### src/rtl/seg7_scan_monitor_if.sv
// Observation bundle for the 7-segment scan monitor: sniffed display lines
// in, decoded digits and frame/error pulses out.
interface seg7_scan_monitor_if;
    logic       A;
    logic       B;
    logic       C;
    logic       D;
    logic       E;
    logic       F;
    logic       G;
    logic       An0;
    logic       An1;
    logic       An2;
    logic       An3;
    logic [3:0] digit0_o;
    logic [3:0] digit1_o;
    logic [3:0] digit2_o;
    logic [3:0] digit3_o;
    logic [3:0] dig_valid_o;
    logic       err_o;
    logic       frame_o;

    modport master (
        output A, B, C, D, E, F, G,
        output An0, An1, An2, An3,
        input  digit0_o, digit1_o, digit2_o, digit3_o,
        input  dig_valid_o, err_o, frame_o
    );

    modport slave (
        input  A, B, C, D, E, F, G,
        input  An0, An1, An2, An3,
        output digit0_o, digit1_o, digit2_o, digit3_o,
        output dig_valid_o, err_o, frame_o
    );
endinterface

### src/rtl/seg7_scan_monitor.sv
// Passive monitor of a multiplexed 4-digit active-low 7-segment display:
// debounces each digit dwell and decodes the hex value shown on it.
module seg7_scan_monitor #(
    parameter int STABLE_CYC = 4
) (
    input  logic                 clk_i,
    input  logic                 reset,
    seg7_scan_monitor_if.slave   mon
);

    localparam logic [7:0] SAT    = 8'(STABLE_CYC);
    localparam logic [7:0] SAT_M1 = 8'(STABLE_CYC - 1);

    logic [10:0] r_smp;
    logic [10:0] r_prev;
    logic [7:0]  r_cnt;
    logic [3:0]  r_dig [4];
    logic [3:0]  r_vld;
    logic [3:0]  r_seen;
    logic        r_err;
    logic        r_frm;

    logic [3:0]  w_an;
    logic [6:0]  w_seg;
    logic        w_an_ok;
    logic        w_same;
    logic        w_cap;
    logic [7:0]  w_cnt_nxt;
    logic [1:0]  w_idx;
    logic [3:0]  w_bit;
    logic [3:0]  w_seen_nxt;
    logic [3:0]  w_hex;
    logic        w_hit;
    logic [10:0] w_raw;

    assign w_raw = {mon.An3, mon.An2, mon.An1, mon.An0,
                    mon.A, mon.B, mon.C, mon.D, mon.E, mon.F, mon.G};

    assign w_an    = ~r_smp[10:7];
    assign w_seg   = r_smp[6:0];
    assign w_an_ok = (w_an != 4'd0) && ((w_an & (w_an - 4'd1)) == 4'd0);
    assign w_same  = (r_smp == r_prev);

    // Idle anodes pin the run at 0 so a dwell always restarts from 1.
    always_comb begin
        w_cnt_nxt = 8'd0;
        if (!w_an_ok) begin
            w_cnt_nxt = 8'd0;
        end else if (!w_same) begin
            w_cnt_nxt = 8'd1;
        end else if (r_cnt == SAT) begin
            w_cnt_nxt = SAT;
        end else begin
            w_cnt_nxt = r_cnt + 8'd1;
        end
    end

    assign w_cap = w_an_ok && w_same && (r_cnt == SAT_M1);

    always_comb begin
        w_idx = 2'd0;
        unique case (w_an)
            4'b0001: w_idx = 2'd0;
            4'b0010: w_idx = 2'd1;
            4'b0100: w_idx = 2'd2;
            4'b1000: w_idx = 2'd3;
            default: w_idx = 2'd0;
        endcase
    end

    assign w_bit      = 4'd1 << w_idx;
    assign w_seen_nxt = r_seen | w_bit;

    always_comb begin
        w_hex = 4'h0;
        w_hit = 1'b1;
        unique case (w_seg)
            7'b0000001: w_hex = 4'h0;
            7'b1001111: w_hex = 4'h1;
            7'b0010010: w_hex = 4'h2;
            7'b0000110: w_hex = 4'h3;
            7'b1001100: w_hex = 4'h4;
            7'b0100100: w_hex = 4'h5;
            7'b0100000: w_hex = 4'h6;
            7'b0001111: w_hex = 4'h7;
            7'b0000000: w_hex = 4'h8;
            7'b0000100: w_hex = 4'h9;
            7'b0001000: w_hex = 4'hA;
            7'b1100000: w_hex = 4'hB;
            7'b0110001: w_hex = 4'hC;
            7'b1000010: w_hex = 4'hD;
            7'b0110000: w_hex = 4'hE;
            7'b0111000: w_hex = 4'hF;
            default:    w_hit = 1'b0;
        endcase
    end

    always_ff @(posedge clk_i) begin
        if (!reset) begin
            r_smp  <= '1;
            r_prev <= '1;
            r_cnt  <= 8'd0;
            r_dig  <= '{default: 4'd0};
            r_vld  <= 4'd0;
            r_seen <= 4'd0;
            r_err  <= 1'b0;
            r_frm  <= 1'b0;
        end else begin
            r_prev <= r_smp;
            r_smp  <= w_raw;
            r_cnt  <= w_cnt_nxt;
            r_err  <= 1'b0;
            r_frm  <= 1'b0;
            if (w_cap) begin
                if (w_hit) begin
                    r_dig[w_idx] <= w_hex;
                    r_vld[w_idx] <= 1'b1;
                    if (w_seen_nxt == 4'hF) begin
                        r_frm  <= 1'b1;
                        r_seen <= 4'd0;
                    end else begin
                        r_seen <= w_seen_nxt;
                    end
                end else begin
                    r_err        <= 1'b1;
                    r_vld[w_idx] <= 1'b0;
                    r_seen       <= 4'd0;
                end
            end
        end
    end

    assign mon.digit0_o    = r_dig[0];
    assign mon.digit1_o    = r_dig[1];
    assign mon.digit2_o    = r_dig[2];
    assign mon.digit3_o    = r_dig[3];
    assign mon.dig_valid_o = r_vld;
    assign mon.err_o       = r_err;
    assign mon.frame_o     = r_frm;

endmodule

### src/flat_wrapper.sv
// flat-port wrapper written by rule: the top's interface ports become plain ports
module seg7_scan_monitor_flat 
#(
    parameter int STABLE_CYC = 4
)
  (clk_i, reset, mon_A, mon_B, mon_C, mon_D, mon_E, mon_F, mon_G, mon_An0, mon_An1, mon_An2, mon_An3, mon_digit0_o, mon_digit1_o, mon_digit2_o, mon_digit3_o, mon_dig_valid_o, mon_err_o, mon_frame_o);
  seg7_scan_monitor_if mon_i ();
  input  logic clk_i;
  input  logic reset;
  input wire logic [$bits(mon_i.A)-1:0] mon_A;
  input wire logic [$bits(mon_i.B)-1:0] mon_B;
  input wire logic [$bits(mon_i.C)-1:0] mon_C;
  input wire logic [$bits(mon_i.D)-1:0] mon_D;
  input wire logic [$bits(mon_i.E)-1:0] mon_E;
  input wire logic [$bits(mon_i.F)-1:0] mon_F;
  input wire logic [$bits(mon_i.G)-1:0] mon_G;
  input wire logic [$bits(mon_i.An0)-1:0] mon_An0;
  input wire logic [$bits(mon_i.An1)-1:0] mon_An1;
  input wire logic [$bits(mon_i.An2)-1:0] mon_An2;
  input wire logic [$bits(mon_i.An3)-1:0] mon_An3;
  output wire logic [$bits(mon_i.digit0_o)-1:0] mon_digit0_o;
  output wire logic [$bits(mon_i.digit1_o)-1:0] mon_digit1_o;
  output wire logic [$bits(mon_i.digit2_o)-1:0] mon_digit2_o;
  output wire logic [$bits(mon_i.digit3_o)-1:0] mon_digit3_o;
  output wire logic [$bits(mon_i.dig_valid_o)-1:0] mon_dig_valid_o;
  output wire logic [$bits(mon_i.err_o)-1:0] mon_err_o;
  output wire logic [$bits(mon_i.frame_o)-1:0] mon_frame_o;
  assign mon_i.A = mon_A;
  assign mon_i.B = mon_B;
  assign mon_i.C = mon_C;
  assign mon_i.D = mon_D;
  assign mon_i.E = mon_E;
  assign mon_i.F = mon_F;
  assign mon_i.G = mon_G;
  assign mon_i.An0 = mon_An0;
  assign mon_i.An1 = mon_An1;
  assign mon_i.An2 = mon_An2;
  assign mon_i.An3 = mon_An3;
  assign mon_digit0_o = mon_i.digit0_o;
  assign mon_digit1_o = mon_i.digit1_o;
  assign mon_digit2_o = mon_i.digit2_o;
  assign mon_digit3_o = mon_i.digit3_o;
  assign mon_dig_valid_o = mon_i.dig_valid_o;
  assign mon_err_o = mon_i.err_o;
  assign mon_frame_o = mon_i.frame_o;
  seg7_scan_monitor #(.STABLE_CYC(STABLE_CYC)) u_core (.clk_i(clk_i), .reset(reset), .mon(mon_i));
endmodule
### config.mk
export PLATFORM = sky130hd
export DESIGN_NAME = seg7_scan_monitor_flat
export DESIGN_NICKNAME = d
export VERILOG_FILES = /design/src/rtl/seg7_scan_monitor_if.sv /design/src/rtl/seg7_scan_monitor.sv /design/src/flat_wrapper.sv
export SDC_FILE = /design/constraint.sdc
export NUM_CORES = 1
export LEC_CHECK = 0
export BUFFER_PORTS_ARGS = -buffer_cell sky130_fd_sc_hd__buf_2
export CAP_MARGIN = 30
export CORE_ASPECT_RATIO = 0.8
export CORE_MARGIN = 4
export CORE_UTILIZATION = 25
export DETAILED_ROUTE_END_ITERATION = 6
export GPL_TIMING_DRIVEN = 0
export SLEW_MARGIN = 10
export SYNTH_ARGS = -nofsm -noshare
export SYNTH_HDL_FRONTEND = slang
export SYNTH_SLANG_ARGS = --single-unit
### constraint.sdc
create_clock -name clk_i -period 4.7 [get_ports clk_i]
set_input_delay 1.175 -clock clk_i [delete_from_list [all_inputs] [get_ports clk_i]]
set_output_delay 1.175 -clock clk_i [all_outputs]
set_load 0.01 [all_outputs]
==> reports/qor.yml <==
seqPwrFrac_pct: 52.8
io_buffers: 33
dieArea_um2: 12060
synthDistinctLibCells: 51
area_growth_pct: 18.74
p_int_mw: 0.7126
drc: 0
syn_area_per_cell_um2: 9.217
synthAdderAreaFrac_pct: 0.9662
dp_hpwl_mm: 4.397
reg2reg_from: "u_core.r_smp[2]"
startpoint: "u_core.r_smp[2]"
clkLatencyLatePin_ps: 290
holdBufCountCts: 0
powerDensity_nw_per_um2: 302.3
routedWlPerCell_um: 12.74
setup_viol: 0
cts_root_buffer: "clkbuf_16"
place.gp.congestion: 0.7964
syn_area_um2: 2590
switchingPower_mw: 0.2170
holdCritStartpoint: "u_core.mon.digit3_o[0]"
hold_class: "reg2reg"
cts_resized: 0
ant_nets: 0
path_class: "reg2reg"
ir_drop_v: 0.0001632
synth-simple-area-share_pct: 26.04
drt_iter0_markers: 88
ys_seq_area_share_pct: 43.29
synthMuxAreaShare_pct: 4.638
power_frac_clock_pct: 39.1
firstDrtPassIters: 4
grt_setup_unrepaired: "no"
yosys.area.top_type: "dfxtp_1"
final-max-slew-violation-count: 0
start_kind: "flop"
route.vias.total: 2079
cap_violations: 0
yosysWarningCount: 0
pwr-share-comb_pct: 8.2
synth.ff_latch_count: 56
tns_ps: 0
p_leak_nw: 1.219
synth_edf_count: 0
tightest_slew_ps: 607.3
chipWidth_um: 121.8
dp_worst_setup_slack_ps: 1986
synth.area.top_cells: "dfxtp_1 (43%), xnor2_1 (5.7%), nand2b_1 (5.3%)"
fin_crit_ps: 2641
antenna_found_initial: 0
path_max_fanout: 8
grt_start_max_net_pins: 18
status: "finished, final reports clean"
postCtsSetupRepairBufs: 0
vias_per_cell: 4.529
chipHeight_um: 99.04
synth_top_area_share_pct: 43.29
async_flop_share_pct: 0
grt_first_pass_wirelength_mm: 9.666
synth_fp_nets: 296
ios: 35
setup_ws_ps: 2059
syn_inst: 281
synth_ff_type: "dfxtp_1"
wl_mm: 5.848
fin_area_um2: 3075
finalHoldViolCount: 0
cts_sinks: 56
finalNetCount: 337
cts_tree: "yes"
cts_made_buffers: 5
grt_pass1_vias: 2002
required_ps: 4840
drive_above_1_share_pct: 18.27
synth_top_family_by_area: "simple AND/OR/NAND/NOR gates"
gr-total-overflow: 0
critical_path_arrival_ps: 2790
crit_path_end_kind: "flop"
period_share_pct: 56.18
clock_path_buffers: 2
htree_levels: 2
relSlewSlack_pct: 58.47
yosys.area_share.xor_xnor_pct: 6.425
clock_skew_ps: 4.512
place_area_um2: 2925
clk_pin_slew_ps: 70
track_usage_pct: 10.02
power.share.switching_pct: 23.34
synth_compound_area_share_pct: 14.11
coreArea_um2: 9889
fp-row-count: 32
start_util_pct: 26.19
fmax_mhz: 378.7
num_antenna_cells: 0
## per-stage QoR
step	power [mW]	util, %	hold WS [ps]	cells
after floorplan	0.5565	-	476.0	281
after detailed placement	0.5773	29.58	449.5	450
after CTS	0.9393	31.05	464.4	458
final	0.9296	31.10	460.8	459
after global routing	0.9706	31.10	481.9	459
after global placement	0.5756	29.58	442.8	450
## cell usage in the layout, fill, tap and decap left out, types with 2 or more instances in the layout
master,instances
a21oi_1,16
ha_1,2
a22oi_1,3
nand3_1,6
nor3_1,6
or4_1,2
clkbuf_16,5
nand3b_1,3
nand2_1,23
mux2i_1,12
o31ai_1,2
xnor2_1,17
nor4_4,2
o2bb2ai_1,4
nand4_1,4
xor2_1,2
o211ai_1,4
and3_1,3
and2_2,5
buf_2,36
nor2_1,14
and4b_1,4
dfxtp_1,56
nor2b_1,2
inv_1,7
a211oi_1,9
a2111oi_0,3
o21ai_0,7
or2_2,2
and2_1,4
nor4_1,2
nand2b_1,22
clkbuf_1,13
## logic make-up (layout without fill, tap and decap cells)
logic type	after synthesis	in the layout
buffers and inverters	25	67
AO/OA/AOI/OAI	55	55
adder cells (fa/ha/maj)	2	2
XOR/XNOR	19	19
flip-flops	56	56
multiplexers	12	12
AND/OR/NAND/NOR	112	112
## critical path, stage by stage (launching register included)
cell	delay, ps
dfxtp_1	300
clkbuf_1	200
or4_1	570
a2111oi_0	610
a211o_1	320
o211ai_1	290
mux2i_1	200
## power groups by stage
stage / clock (mW) / combinational [mW] / sequential, mW
floorplan: 0 / 0.0570 / 0.500
global placement: 0 / 0.0745 / 0.501
detailed placement: 0 / 0.0759 / 0.501
CTS: 0.373 / 0.0763 / 0.490
global route: 0.394 / 0.0853 / 0.491
finish: 0.363 / 0.0758 / 0.490
## path summary, 6_finish.rpt
path	to	slack, ps	depth (start not counted)
worst max-delay path	u_core.mon.digit0_o[0]	2060	6
worst min-delay path	u_core.mon.digit3_o[0]	460	2
worst max register to register	u_core.mon.digit0_o[0]	2060	6
worst min register to register	u_core.mon.digit3_o[0]	460	2
## sequential cells by signal, summed over array words and instances (netlist names), named ones only
register             cells
u_core.r_seen            4
u_core.r_cnt             8
u_core.mon.digit0_o      4
u_core.mon.err_o         1
u_core.r_smp            11
u_core.r_prev           11
u_core.mon.digit2_o      4
u_core.mon.digit3_o      4
u_core.mon.frame_o       1
u_core.mon.digit1_o      4
## layout make-up
class / instances / area (um^2)
plain buffers: 18 / 91.34
inverters: 7 / 26.28
well taps: 136 / 170.2
repair buffers: 34 / 170.2
clock buffers: 6 / 128.9
clock inverters: 2 / 16.27
multi-input cells: 200 / 1351
fillers: 1046 / 6814
flip-flops and latches: 56 / 1121
## cells in the mapped netlist (all sizes together) (4+ instances only)
cell type  count
dfxtp         56
nand2         23
nand2b        22
xnor2         17
a21oi         16
nor2          14
clkbuf        13
mux2i         12
a211oi         9
and2           9
inv            7
o21ai          7
nand3          6
nor3           6
buf            5
and3           4
and4b          4
nand4          4
nor4           4
o211ai         4
o2bb2ai        4
## routing by layer
metal  vias to the layer above  GRT usage, %  share of wire (%)
li1                       1069             -                  -
met1                       956         14.20                 51
met2                        46         14.60                 43
met3                         8         2.983                5.3
met4                         0         3.015                1.2
met5                         -             0                  0
No activity file was read; power rests on OpenSTA's default activity.
